[config.mk]
export PLATFORM = sky130hd
export DESIGN_NAME = axi_sram_arbiter
export DESIGN_NICKNAME = d
export VERILOG_FILES = /design/src/rtl/axi_bus_pkg.sv /design/src/rtl/arb_streak_ctr.sv /design/src/rtl/axi_sram_arbiter.sv
export SDC_FILE = /design/constraint.sdc
export NUM_CORES = 1
export LEC_CHECK = 0
export CAP_MARGIN = 20
export CORE_UTILIZATION = 30
export DETAILED_ROUTE_END_ITERATION = 12
export GPL_TIMING_DRIVEN = 0
export RECOVER_POWER = 50
export SYNTH_ARGS = -nofsm -noshare
export SYNTH_HDL_FRONTEND = slang
export SYNTH_SLANG_ARGS = --single-unit
[constraint.sdc]
create_clock -name ACLK -period 3.25 [get_ports ACLK]
set_clock_uncertainty 0.2 [all_clocks]
set_input_delay 0.65 -clock ACLK [delete_from_list [all_inputs] [get_ports ACLK]]
set_output_delay 0.65 -clock ACLK [all_outputs]
set_load 0.02 [all_outputs]
[src/rtl/axi_bus_pkg.sv]
// Shared types for the two-requester AXI bridge arbiter.
package axi_bus_pkg;

    localparam int unsigned BUS_ADDR_W = 32;
    localparam int unsigned BUS_DATA_W = 32;
    localparam int unsigned BUS_STRB_W = BUS_DATA_W / 8;

    typedef enum logic [1:0] {
        IDLE = 2'd0,
        REQ  = 2'd1,
        WAIT = 2'd2
    } arb_state_e;

    typedef enum logic [1:0] {
        OWN_NONE = 2'd0,
        OWN_INST = 2'd1,
        OWN_DATA = 2'd2
    } owner_e;

    // Request payload held toward the bridge for the whole transaction.
    typedef struct packed {
        logic                  write;
        logic [BUS_ADDR_W-1:0] addr;
        logic [BUS_DATA_W-1:0] wdata;
        logic [BUS_STRB_W-1:0] wstrb;
    } bus_req_t;

    // Counter width able to hold 0..max_streak inclusive.
    function automatic int unsigned streak_w(input int unsigned max_streak);
        return (max_streak < 1) ? 1 : $clog2(max_streak + 1);
    endfunction

endpackage

[src/rtl/arb_streak_ctr.sv]
// Grant decision with a saturating data-streak counter that bounds inst starvation.
module arb_streak_ctr
    import axi_bus_pkg::*;
#(
    parameter int unsigned MAX_DATA_STREAK = 4
) (
    input  logic clk,
    input  logic rst_n,
    input  logic evaluate,
    input  logic inst_pend,
    input  logic data_pend,
    output logic grant_inst_c,
    output logic grant_data_c
);

    localparam int unsigned CNT_W = streak_w(MAX_DATA_STREAK);

    logic [CNT_W-1:0] streak;
    logic             at_limit;

    assign at_limit = (streak >= CNT_W'(MAX_DATA_STREAK));

    // Data wins by default; inst wins alone or once data has used its streak.
    always_comb begin
        grant_inst_c = 1'b0;
        grant_data_c = 1'b0;
        if (evaluate) begin
            if (inst_pend && (!data_pend || at_limit)) begin
                grant_inst_c = 1'b1;
            end else if (data_pend) begin
                grant_data_c = 1'b1;
            end
        end
    end

    // Streak counts only data grants taken while inst is waiting.
    always_ff @(posedge clk or negedge rst_n) begin
        if (!rst_n) begin
            streak <= '0;
        end else if (grant_inst_c) begin
            streak <= '0;
        end else if (grant_data_c) begin
            streak <= inst_pend ? (streak + CNT_W'(1)) : '0;
        end
    end

endmodule

[src/rtl/axi_sram_arbiter.sv]
// Serialises inst-fetch and data requests onto a single AXI4 master bridge.
module axi_sram_arbiter
    import axi_bus_pkg::*;
#(
    parameter int unsigned ADDR_W          = 32,
    parameter int unsigned DATA_W          = 32,
    parameter int unsigned MAX_DATA_STREAK = 4
) (
    input  logic                  ACLK,
    input  logic                  ARESETn,
    // instruction fetch port
    input  logic                  inst_rd_en,
    input  logic [ADDR_W-1:0]     inst_rd_addr,
    output logic                  inst_rd_valid,
    output logic [DATA_W-1:0]     inst_rd_data,
    // data access port
    input  logic                  data_rd_en,
    input  logic                  data_wr_en,
    input  logic [ADDR_W-1:0]     data_addr,
    input  logic [DATA_W-1:0]     data_wr_data,
    input  logic [DATA_W/8-1:0]   data_wr_strb,
    output logic                  data_rd_valid,
    output logic [DATA_W-1:0]     data_rd_data,
    output logic                  data_wr_done,
    // bridge side
    output logic                  bus_req_valid,
    input  logic                  bus_req_ready,
    output logic                  bus_req_write,
    output logic [ADDR_W-1:0]     bus_req_addr,
    output logic [DATA_W-1:0]     bus_req_wdata,
    output logic [DATA_W/8-1:0]   bus_req_wstrb,
    input  logic                  bus_resp_valid,
    input  logic [DATA_W-1:0]     bus_resp_data
);

    localparam int unsigned STRB_W = DATA_W / 8;

    arb_state_e state;
    owner_e     owner;
    bus_req_t   req_q;

    logic evaluate;
    logic inst_pend;
    logic data_pend;
    logic grant_inst_c;
    logic grant_data_c;
    logic pulse_active;

    assign inst_pend    = inst_rd_en;
    assign data_pend    = data_rd_en | data_wr_en;
    assign pulse_active = inst_rd_valid | data_rd_valid | data_wr_done;

    // The completion-pulse cycle is dead: requesters still show the old level then.
    assign evaluate = (state == IDLE) && !pulse_active;

    arb_streak_ctr #(
        .MAX_DATA_STREAK (MAX_DATA_STREAK)
    ) u_streak (
        .clk          (ACLK),
        .rst_n        (ARESETn),
        .evaluate     (evaluate),
        .inst_pend    (inst_pend),
        .data_pend    (data_pend),
        .grant_inst_c (grant_inst_c),
        .grant_data_c (grant_data_c)
    );

    // Request fields are driven straight from the payload captured at grant.
    assign bus_req_write = req_q.write;
    assign bus_req_addr  = ADDR_W'(req_q.addr);
    assign bus_req_wdata = DATA_W'(req_q.wdata);
    assign bus_req_wstrb = STRB_W'(req_q.wstrb);

    // Arbitration FSM: capture on grant, hold through handshake, route the response.
    always_ff @(posedge ACLK or negedge ARESETn) begin
        if (!ARESETn) begin
            state         <= IDLE;
            owner         <= OWN_NONE;
            req_q         <= '0;
            bus_req_valid <= 1'b0;
            inst_rd_valid <= 1'b0;
            inst_rd_data  <= '0;
            data_rd_valid <= 1'b0;
            data_rd_data  <= '0;
            data_wr_done  <= 1'b0;
        end else begin
            inst_rd_valid <= 1'b0;
            data_rd_valid <= 1'b0;
            data_wr_done  <= 1'b0;
            case (state)
                IDLE: begin
                    if (grant_inst_c) begin
                        owner         <= OWN_INST;
                        req_q.write   <= 1'b0;
                        req_q.addr    <= BUS_ADDR_W'(inst_rd_addr);
                        req_q.wdata   <= '0;
                        req_q.wstrb   <= '0;
                        bus_req_valid <= 1'b1;
                        state         <= REQ;
                    end else if (grant_data_c) begin
                        // A simultaneous read and write is resolved as the write.
                        owner         <= OWN_DATA;
                        req_q.write   <= data_wr_en;
                        req_q.addr    <= BUS_ADDR_W'(data_addr);
                        req_q.wdata   <= data_wr_en ? BUS_DATA_W'(data_wr_data) : '0;
                        req_q.wstrb   <= data_wr_en ? BUS_STRB_W'(data_wr_strb) : '0;
                        bus_req_valid <= 1'b1;
                        state         <= REQ;
                    end
                end
                REQ: begin
                    if (bus_req_ready) begin
                        bus_req_valid <= 1'b0;
                        state         <= WAIT;
                    end
                end
                WAIT: begin
                    if (bus_resp_valid) begin
                        case (owner)
                            OWN_INST: begin
                                inst_rd_valid <= 1'b1;
                                inst_rd_data  <= bus_resp_data;
                            end
                            OWN_DATA: begin
                                if (req_q.write) begin
                                    data_wr_done <= 1'b1;
                                end else begin
                                    data_rd_valid <= 1'b1;
                                    data_rd_data  <= bus_resp_data;
                                end
                            end
                            default: begin
                            end
                        endcase
                        owner <= OWN_NONE;
                        state <= IDLE;
                    end
                end
                default: begin
                    bus_req_valid <= 1'b0;
                    owner         <= OWN_NONE;
                    state         <= IDLE;
                end
            endcase
        end
    end

endmodule

==> results_dict.tcl, run 1 <==
set metrics [dict create \
    run_status "finished, final reports clean" \
    fin_crit_ns 2.47 \
    viasPerCell 4.70 \
    period_share_pct 76.1 \
    drt_iter0_markers 73 \
    min_to "data_rd_data[16]$_DFFE_PN0P_" \
    core-area_mm2 0.0195 \
    gp_congestion 0.733 \
    cts_tree "yes" \
    routedWlPerCell_um 18.0 \
    final_cell_mix "260 x clkdlybuf4s50_1, 144 x dfrtp_1, 50 x mux2_2, 39 x a22o_1, 32 x o32ai_1" \
    path_class "in2reg" \
    layout_commonest_cell "clkdlybuf4s50_1" \
    ir_worst_vdd_uv 387 \
    synth_edf_count 0 \
    hp-class "reg2reg" \
    syn_nets 517 \
    cap_violations 0 \
    worstPathRequired_ns 3.40 \
    yosysSeqAreaShare_pct 60.5 \
    grt_max_degree 100 \
    syn_area_mm2 0.00596 \
    setup_viol 0 \
    drcViolationCount 0 \
    antenna_found_initial 0 \
    port_buffers 275 \
    clockBufferDepth 2 \
    die_h_um 143 \
    hold-path-cell-count 1 \
    p_leak_nw 4.06 \
    synth_top_area_share_pct 60.5 \
    synth_seq_cells 144 \
    worst_skew_pair.late_latency_ns 0.41 \
    r2r_setup_slack_ns 1.04 \
    r2r_cells 4 \
    synth_flop_cell "dfrtp_1" \
    crit_chain "dlygate4sd3_1 > or3_1 > nand3_1 > clkbuf_1 > mux2_2" \
    insertedDiodeCount 0 \
    dpl.hpwl_um 12700 \
    crit_fanout 10 \
    fin_nets 813 \
    fp-row-count 51 \
    setup_ws_ns 0.777 \
    cts_sinks 144 \
    synth_top_area_cell "dfrtp_1" \
    grt-ovfl-total 0 \
    cts_resized 0 \
    synthArstFlopShare_pct 100 \
    max_stage_delay_ns 0.60 \
    hold_violations 0 \
    numCtsBuffers 17 \
    drive_above_1_share_pct 19.7 \
    yosysUniqueCellTypes 36 \
    cts_hold_buf 1 \
    startpoint "inst_rd_en" \
    power.density_mw_per_mm2 1000 \
    r2r-start "state[0]$_DFFE_PN0P_" \
    met1_usage_pct 19.6 \
    worst_setup_path_start_kind "input port" \
    use_met2_pct 29.2 \
    r2r_end "u_streak.streak[0]$_DFFE_PN0P_" \
    place_worst_setup_slack_ns 0.504 \
    start_util_pct 30.6 \
    avgSynthCellArea_um2 15.8 \
    cts.clk_slew.worst_paths_ns 0.06 \
    arrival_ns 2.62 \
    synthCells 377 \
    ant_nets 0 \
    ys.warnings.count 0 \
    worstMarginPinSlew_ns 1.21 \
    slowest_stage "dlygate4sd3_1" \
    synth_area_leaders "dfrtp_1 60%, mux2_2 9.5%, a2bb2oi_2 7.6%, a22o_1 5.7%, o32ai_1 4.7%" \
    rsz0062_at_grt "false" \
    routed_wirelength_um 17200 \
    final_util_pct 49.5 \
    placed_area_mm2 0.00907 \
    grt_pass1_vias 4893 \
    setup.worst_path.end_class "flip-flop" \
    io_pins 276 \
    post_cts_buffers 0 \
    grt.met3_usage_pct 6.47 \
    die_w_um 143 \
    slew_headroom_pct 19.1 \
    htree_num_levels 4 \
    design_area_mm2 0.00964 \
    num_vias 4473 \
    hp-start "data_rd_data[16]$_DFFE_PN0P_" \
    track_usage_pct 17.0 \
    grt_pass1_wl_um 26500 \
    top_usage_layer "met2" \
    max_freq_mhz 404 \
    clockRootBuffer "clkbuf_16" \
    dieArea_mm2 0.0204 \
    area_delta_synth_final_pct 61.8 \
    drv_slew 0 \
    dr.pass1.iters 4 \
]
[sequential cells by signal, summed over array words and instances (netlist names), 2 cells and up]
| name | count |
|---|---|
| inst_rd_data | 32 |
| bus_req_wdata | 32 |
| data_rd_data | 32 |
| bus_req_wstrb | 4 |
| u_streak.streak | 3 |
| bus_req_addr | 32 |
| owner | 2 |
| state | 2 |
[area by class of cell]
cell class,count,area [um^2]
Fill cell,1754,9820
Buffer,31,244
Tap cell,265,332
Clock buffer,18,429
Sequential cell,144,3600
Clock inverter,14,156
Inverter,4,15.0
Timing Repair Buffer,277,2790
Multi-Input combinational cell,198,2070
[worst max-delay path, delay by kind of cell]
family,cells,cell delay [ns]
buffers and inverters,2,1.00
muxes,1,0.25
and+or+nand+nor,2,0.72
[kinds of logic after synthesis]
group	after synthesis	share of synthesized area [%]
DFF	144	60.5
and+or+nand+nor	20	3.03
buffers and inverters	35	4.49
muxes	66	12.5
adders and majority gates	1	0.210
AOI/OAI and AO/OA	111	19.3
[where the power goes]
part / switching, W / internal, W
sequential: 0.000486 / 0.00258
clock: 0.000799 / 0.00115
combinational: 0.00218 / 0.00245
[metrics by stage]
step                setup TNS, ns  cells  hold slack, ns  power [W]
floorplan                       0    377           0.154    0.00565
global placement          -628.67    917           0.267    0.00772
detailed placement              0    918           0.275    0.00782
CTS                             0    951           0.292    0.00984
global route                    0    951           0.294     0.0102
finish                          0    951           0.282    0.00965
[cells in the mapped netlist (3+ instances only)]
cell type,n
mux2_1,15
buf_8,3
a2bb2oi_2,30
mux2_2,50
buf_2,4
buf_6,12
dfrtp_1,144
a22o_1,39
a2bb2oi_1,3
o32ai_1,32
clkbuf_1,10
inv_1,4
[per-layer routing]
metal | vias up | wire [um]
li1 | 2060 | -
met1 | 2232 | 7110
met2 | 173 | 8490
met3 | 8 | 1400
met4 | 0 | 173
met5 | - | 0
[worst max-delay path by stage]
stage,endpoint,cells past startpoint
floorplan,bus_req_addr[0]$_DFFE_PN0P_,5
global placement,data_rd_data[4]$_DFFE_PN0P_,1
detailed placement,bus_req_addr[1]$_DFFE_PN0P_,5
CTS,bus_req_write,1
global route,data_rd_data[20]$_DFFE_PN0P_,3
finish,u_streak.streak[0]$_DFFE_PN0P_,5
Note: power is estimated with default switching activity, not from simulation.
==> inputs of run 2 (changes only) <==
Clock period 3.25 ns to 2.5 ns, I/O delays scaled along.
==> results_dict.tcl, run 2 (same netlist as run 1, synthesis figures left out) <==
set metrics [dict create \
    track_usage_pct 17.0 \
    grt_pass1_vias 4893 \
    cts_sinks 144 \
    dieArea_mm2 0.0204 \
    slowest_stage "dlygate4sd3_1" \
    period_share_pct 91.6 \
    nFillCells 1752 \
    grt_max_degree 100 \
    cts_hold_buf 1 \
    final_cell_mix "220 x clkdlybuf4s50_1, 144 x dfrtp_1, 55 x dlygate4sd3_1, 50 x mux2_2, 39 x a22o_1" \
    dpl.hpwl_um 12700 \
    cts_resized 0 \
    clockBufferDepth 2 \
    post_cts_buffers 0 \
    run_status "finished, final reports clean" \
    drive_above_1_share_pct 20.4 \
    worstMarginPinSlew_ns 0.970 \
    port_buffers 275 \
    ant_nets 0 \
    worstPathRequired_ns 2.59 \
    arrival_ns 2.38 \
    num_vias 4485 \
    setup_viol 0 \
    placed_area_mm2 0.00907 \
    max_stage_delay_ns 0.60 \
    area_delta_synth_final_pct 61.8 \
    grt_pass1_wl_um 26500 \
    numCtsBuffers 17 \
    hold_violations 0 \
    p_leak_nw 4.16 \
    insertedDiodeCount 0 \
    power.density_mw_per_mm2 1290 \
    die_h_um 143 \
    routed_wirelength_um 17100 \
    layout_commonest_cell "clkdlybuf4s50_1" \
    r2r_setup_slack_ns 0.34 \
    fin_crit_ns 2.29 \
    drv_slew 0 \
    rsz0062_at_grt "false" \
    io_pins 276 \
    antenna_found_initial 0 \
    drcViolationCount 0 \
    place_worst_setup_slack_ns -0.0961 \
    path_class "in2reg" \
    grt-ovfl-total 0 \
    dr.pass1.iters 4 \
    fp-row-count 51 \
    worst_setup_path_start_kind "input port" \
    whs_ns 0.279 \
    max_freq_mhz 437 \
    slew_headroom_pct 35.3 \
    cts_tree "yes" \
    cts.clk_slew.worst_paths_ns 0.06 \
    drt_iter0_markers 85 \
    viasPerCell 4.72 \
    htree_num_levels 4 \
    crit_fanout 10 \
    hp-class "reg2reg" \
    die_w_um 143 \
    crit_chain "dlygate4sd3_1 > nand3b_4 > nor3b_2 > buf_6 > mux2_2" \
    ir_worst_vdd_uv 502 \
    clockRootBuffer "clkbuf_16" \
    design_area_mm2 0.00964 \
    routedWlPerCell_um 18.0 \
    setup_ws_ns 0.211 \
    cap_violations 0 \
    core-area_mm2 0.0195 \
    gp_congestion 0.733 \
    start_util_pct 30.6 \
    worst_skew_pair.late_latency_ns 0.41 \
    fin_nets 813 \
    setup.worst_path.end_class "flip-flop" \
]
[run 2: changes by cell type in the layout (fill, tap and decap cells not counted), moves of 2 or more]
cell / change
buf_2: +4
clkbuf_1: -5
dlygate4sd3_1: +40
buf_6: +2
clkdlybuf4s50_1: -40
[run 2: metal layers]
layer / GRT usage [%] / wire [um] / vias up
met5: 0 / 0 / -
met4: 4.53 / 180 / 0
met3: 6.47 / 1400 / 10
met2: 29.2 / 8510 / 171
met1: 19.6 / 7060 / 2240
li1: - / - / 2064
[run 2: worst paths after layout]
check                                        startpoint                       endpoint  cells past startpoint
min in group asynchronous                       ARESETn  bus_req_wdata[12]$_DFFE_PN0P_                      2
max                                      bus_resp_valid   inst_rd_data[14]$_DFFE_PN0P_                      5
min reg2reg                data_rd_data[20]$_DFFE_PN0P_   data_rd_data[20]$_DFFE_PN0P_                      1
max in group asynchronous                       ARESETn   data_rd_data[20]$_DFFE_PN0P_                      3
max reg2reg                        state[0]$_DFFE_PN0P_   inst_rd_data[14]$_DFFE_PN0P_                      4
min                        data_rd_data[20]$_DFFE_PN0P_   data_rd_data[20]$_DFFE_PN0P_                      1
[run 2: stage by stage]
step / setup TNS, ns / total power (W) / std cells / util (%)
2_1_floorplan: 0 / 0.00735 / 377 / -
3_3_place_gp: -716.90 / 0.0100 / 917 / 46.5
5_1_grt: 0 / 0.0132 / 951 / 49.5
6_report: 0 / 0.0124 / 951 / 49.5
3_5_place_dp: -4.47 / 0.0102 / 918 / 46.6
4_1_cts: 0 / 0.0128 / 951 / 49.7
[run 2: where the power goes]
group	leakage (nW)	internal (W)	switching [W]
combinational	2.06	0.00311	0.00283
clock	0.285	0.00149	0.00104
sequential	1.81	0.00336	0.000616
total	4.16	0.00796	0.00448
[run 2: critical path: cells and delay by family]
kind	cells	cell delay, ns
buffers and inverters	2	0.85
AND/OR/NAND/NOR	2	0.68
multiplexers	1	0.34
[run 2: cell type report]
cell class	count	area [um^2]	share of cell area (%)
sequential	144	3600	37.4
timing repair buffer	277	2780	28.8
multi-input combinational	198	2080	21.5
clock buffer	18	429	4.45
tap	265	332	3.44
buffer	31	253	2.62
clock inverter	14	156	1.62
inverter	4	15.0	0.156
==> inputs of run 3 (changes only) <==
Settings changed: CORE_UTILIZATION 30 to 40, DONT_BUFFER_PORTS set to 1.
==> results_dict.tcl, run 3 (same netlist as run 1, synthesis figures left out) <==
set metrics [dict create \
    run_status "complete, but fails checks" \
    violations "negative hold slack" \
    dr.pass1.iters 4 \
    num_vias 3654 \
    layout_commonest_cell "dfrtp_1" \
    fin_nets 569 \
    grt_pass1_wl_um 20200 \
    max_stage_delay_ns 0.50 \
    drcViolationCount 0 \
    fin_tns_setup_ns 0 \
    grt.met3_usage_pct 7.88 \
    period_share_pct 88.7 \
    place_worst_setup_slack_ns 0.334 \
    nFillCells 1253 \
    fin_crit_ns 2.22 \
    grt_max_degree 145 \
    track_usage_pct 17.9 \
    worstMarginPinSlew_ns 0.712 \
    power.density_mw_per_mm2 1480 \
    die_h_um 124 \
    design_area_mm2 0.00711 \
    multi_input_area_mm2 0.00207 \
    hold_violations 144 \
    clockRootBuffer "clkbuf_16" \
    drv_slew 0 \
    area_delta_synth_final_pct 19.4 \
    slew_headroom_pct 52.5 \
    grt_pass1_vias 3759 \
    cts_sinks 144 \
    max_freq_mhz 451 \
    setup_ws_ns 0.283 \
    top_usage_layer "met2" \
    worst_setup_path_start_kind "flip-flop" \
    fp-row-count 44 \
    placed_area_mm2 0.00619 \
    cts_tree "yes" \
    drive_above_1_share_pct 31.0 \
    hp-class "in2async" \
    worstPathRequired_ns 2.59 \
    htree_num_levels 4 \
    routed_wirelength_um 14100 \
    met1_usage_pct 20.6 \
    dieArea_mm2 0.0154 \
    arrival_ns 2.31 \
    die_w_um 124 \
    ir_worst_vdd_uv 665 \
    use_met2_pct 28.9 \
    grt-ovfl-total 0 \
    total_power_w 0.0106 \
    drt_iter0_markers 116 \
    setup_viol 0 \
    routedWlPerCell_um 22.6 \
    dpl.hpwl_um 9830 \
    cap_violations 0 \
    start_util_pct 41.0 \
    whs_ns -0.427 \
    post_cts_buffers 0 \
    viasPerCell 5.84 \
    clockBufferDepth 2 \
    cts_resized 0 \
    path_class "reg2reg" \
    p_leak_nw 3.12 \
    cts.clk_slew.worst_paths_ns 0.06 \
    core-area_mm2 0.0145 \
    crit_fanout 10 \
    io_pins 276 \
    insertedDiodeCount 0 \
    ant_nets 0 \
    setup.worst_path.end_class "flip-flop" \
    worst_skew_pair.late_latency_ns 0.41 \
    crit_chain "nand3b_1 > nor4_4 > buf_6 > mux2_1" \
    gp_congestion 0.760 \
    cts_hold_buf 32 \
    slowest_stage "nor4_4" \
    port_buffers 0 \
    regArea_mm2 0.00360 \
    rsz0062_at_grt "false" \
    numCtsBuffers 17 \
    final_cell_mix "144 x dfrtp_1, 50 x mux2_2, 39 x a22o_1, 33 x dlygate4sd3_1, 32 x o32ai_1" \
    antenna_found_initial 0 \
]
[run 3: changes by cell type in the layout (fill, tap and decap cells not counted), sizes merged]
cell / before / now
inv: 9 / 6
clkdlybuf4s50: 220 / 0
buf: 23 / 21
clkbuf: 28 / 30
dlygate4sd3: 55 / 33
bufinv: 2 / 3
[run 3: final timing paths]
| check | startpoint | to | slack [ns] | cells after the start |
|---|---|---|---|---|
| min in group ACLK | data_wr_data[11] | bus_req_wdata[11]$_DFFE_PN0P_ | 0.02 | 1 |
| min reg2reg | u_streak.streak[1]$_DFFE_PN0P_ | u_streak.streak[1]$_DFFE_PN0P_ | 0.32 | 1 |
| max | state[0]$_DFFE_PN0P_ | data_rd_data[15]$_DFFE_PN0P_ | 0.28 | 4 |
| max reg2reg | state[0]$_DFFE_PN0P_ | data_rd_data[15]$_DFFE_PN0P_ | 0.28 | 4 |
| max in group asynchronous | ARESETn | data_rd_data[9]$_DFFE_PN0P_ | 2.37 | 0 |
| min | ARESETn | bus_req_wdata[19]$_DFFE_PN0P_ | -0.43 | 0 |
[run 3: per-stage QoR]
step	util (%)	instances
global placement	42.6	561
finish	48.9	626
CTS	48.9	625
detailed placement	42.6	561
floorplan	-	377
global route	48.9	626
[run 3: final cells by class]
class,instances,share of cell area (%)
buffer,31,3.55
clock buffer,20,6.28
clock inverter,12,2.23
inverter,4,0.211
multi-input combinational,198,29.2
sequential,144,50.7
tap,184,3.24
timing repair buffer,33,4.65
[run 3: critical path: cells and delay by family (launching register included)]
family                 cells  cell delay [ns]
buffers and inverters      1             0.24
flip-flops                 1             0.47
multiplexers               1             0.34
AND/OR/NAND/NOR            2             0.84
[run 3: where the power goes]
part	internal, W	leakage [nW]	switching [W]
Clock	0.00160	0.291	0.000982
Combinational	0.00151	1.02	0.00105
Sequential	0.00335	1.81	0.00206
[run 3: routing by layer]
layer	part of all wire [%]	vias up
met5	0	-
met4	2.0	0
met3	10	20
met2	50	186
met1	38	1876
li1	-	1572
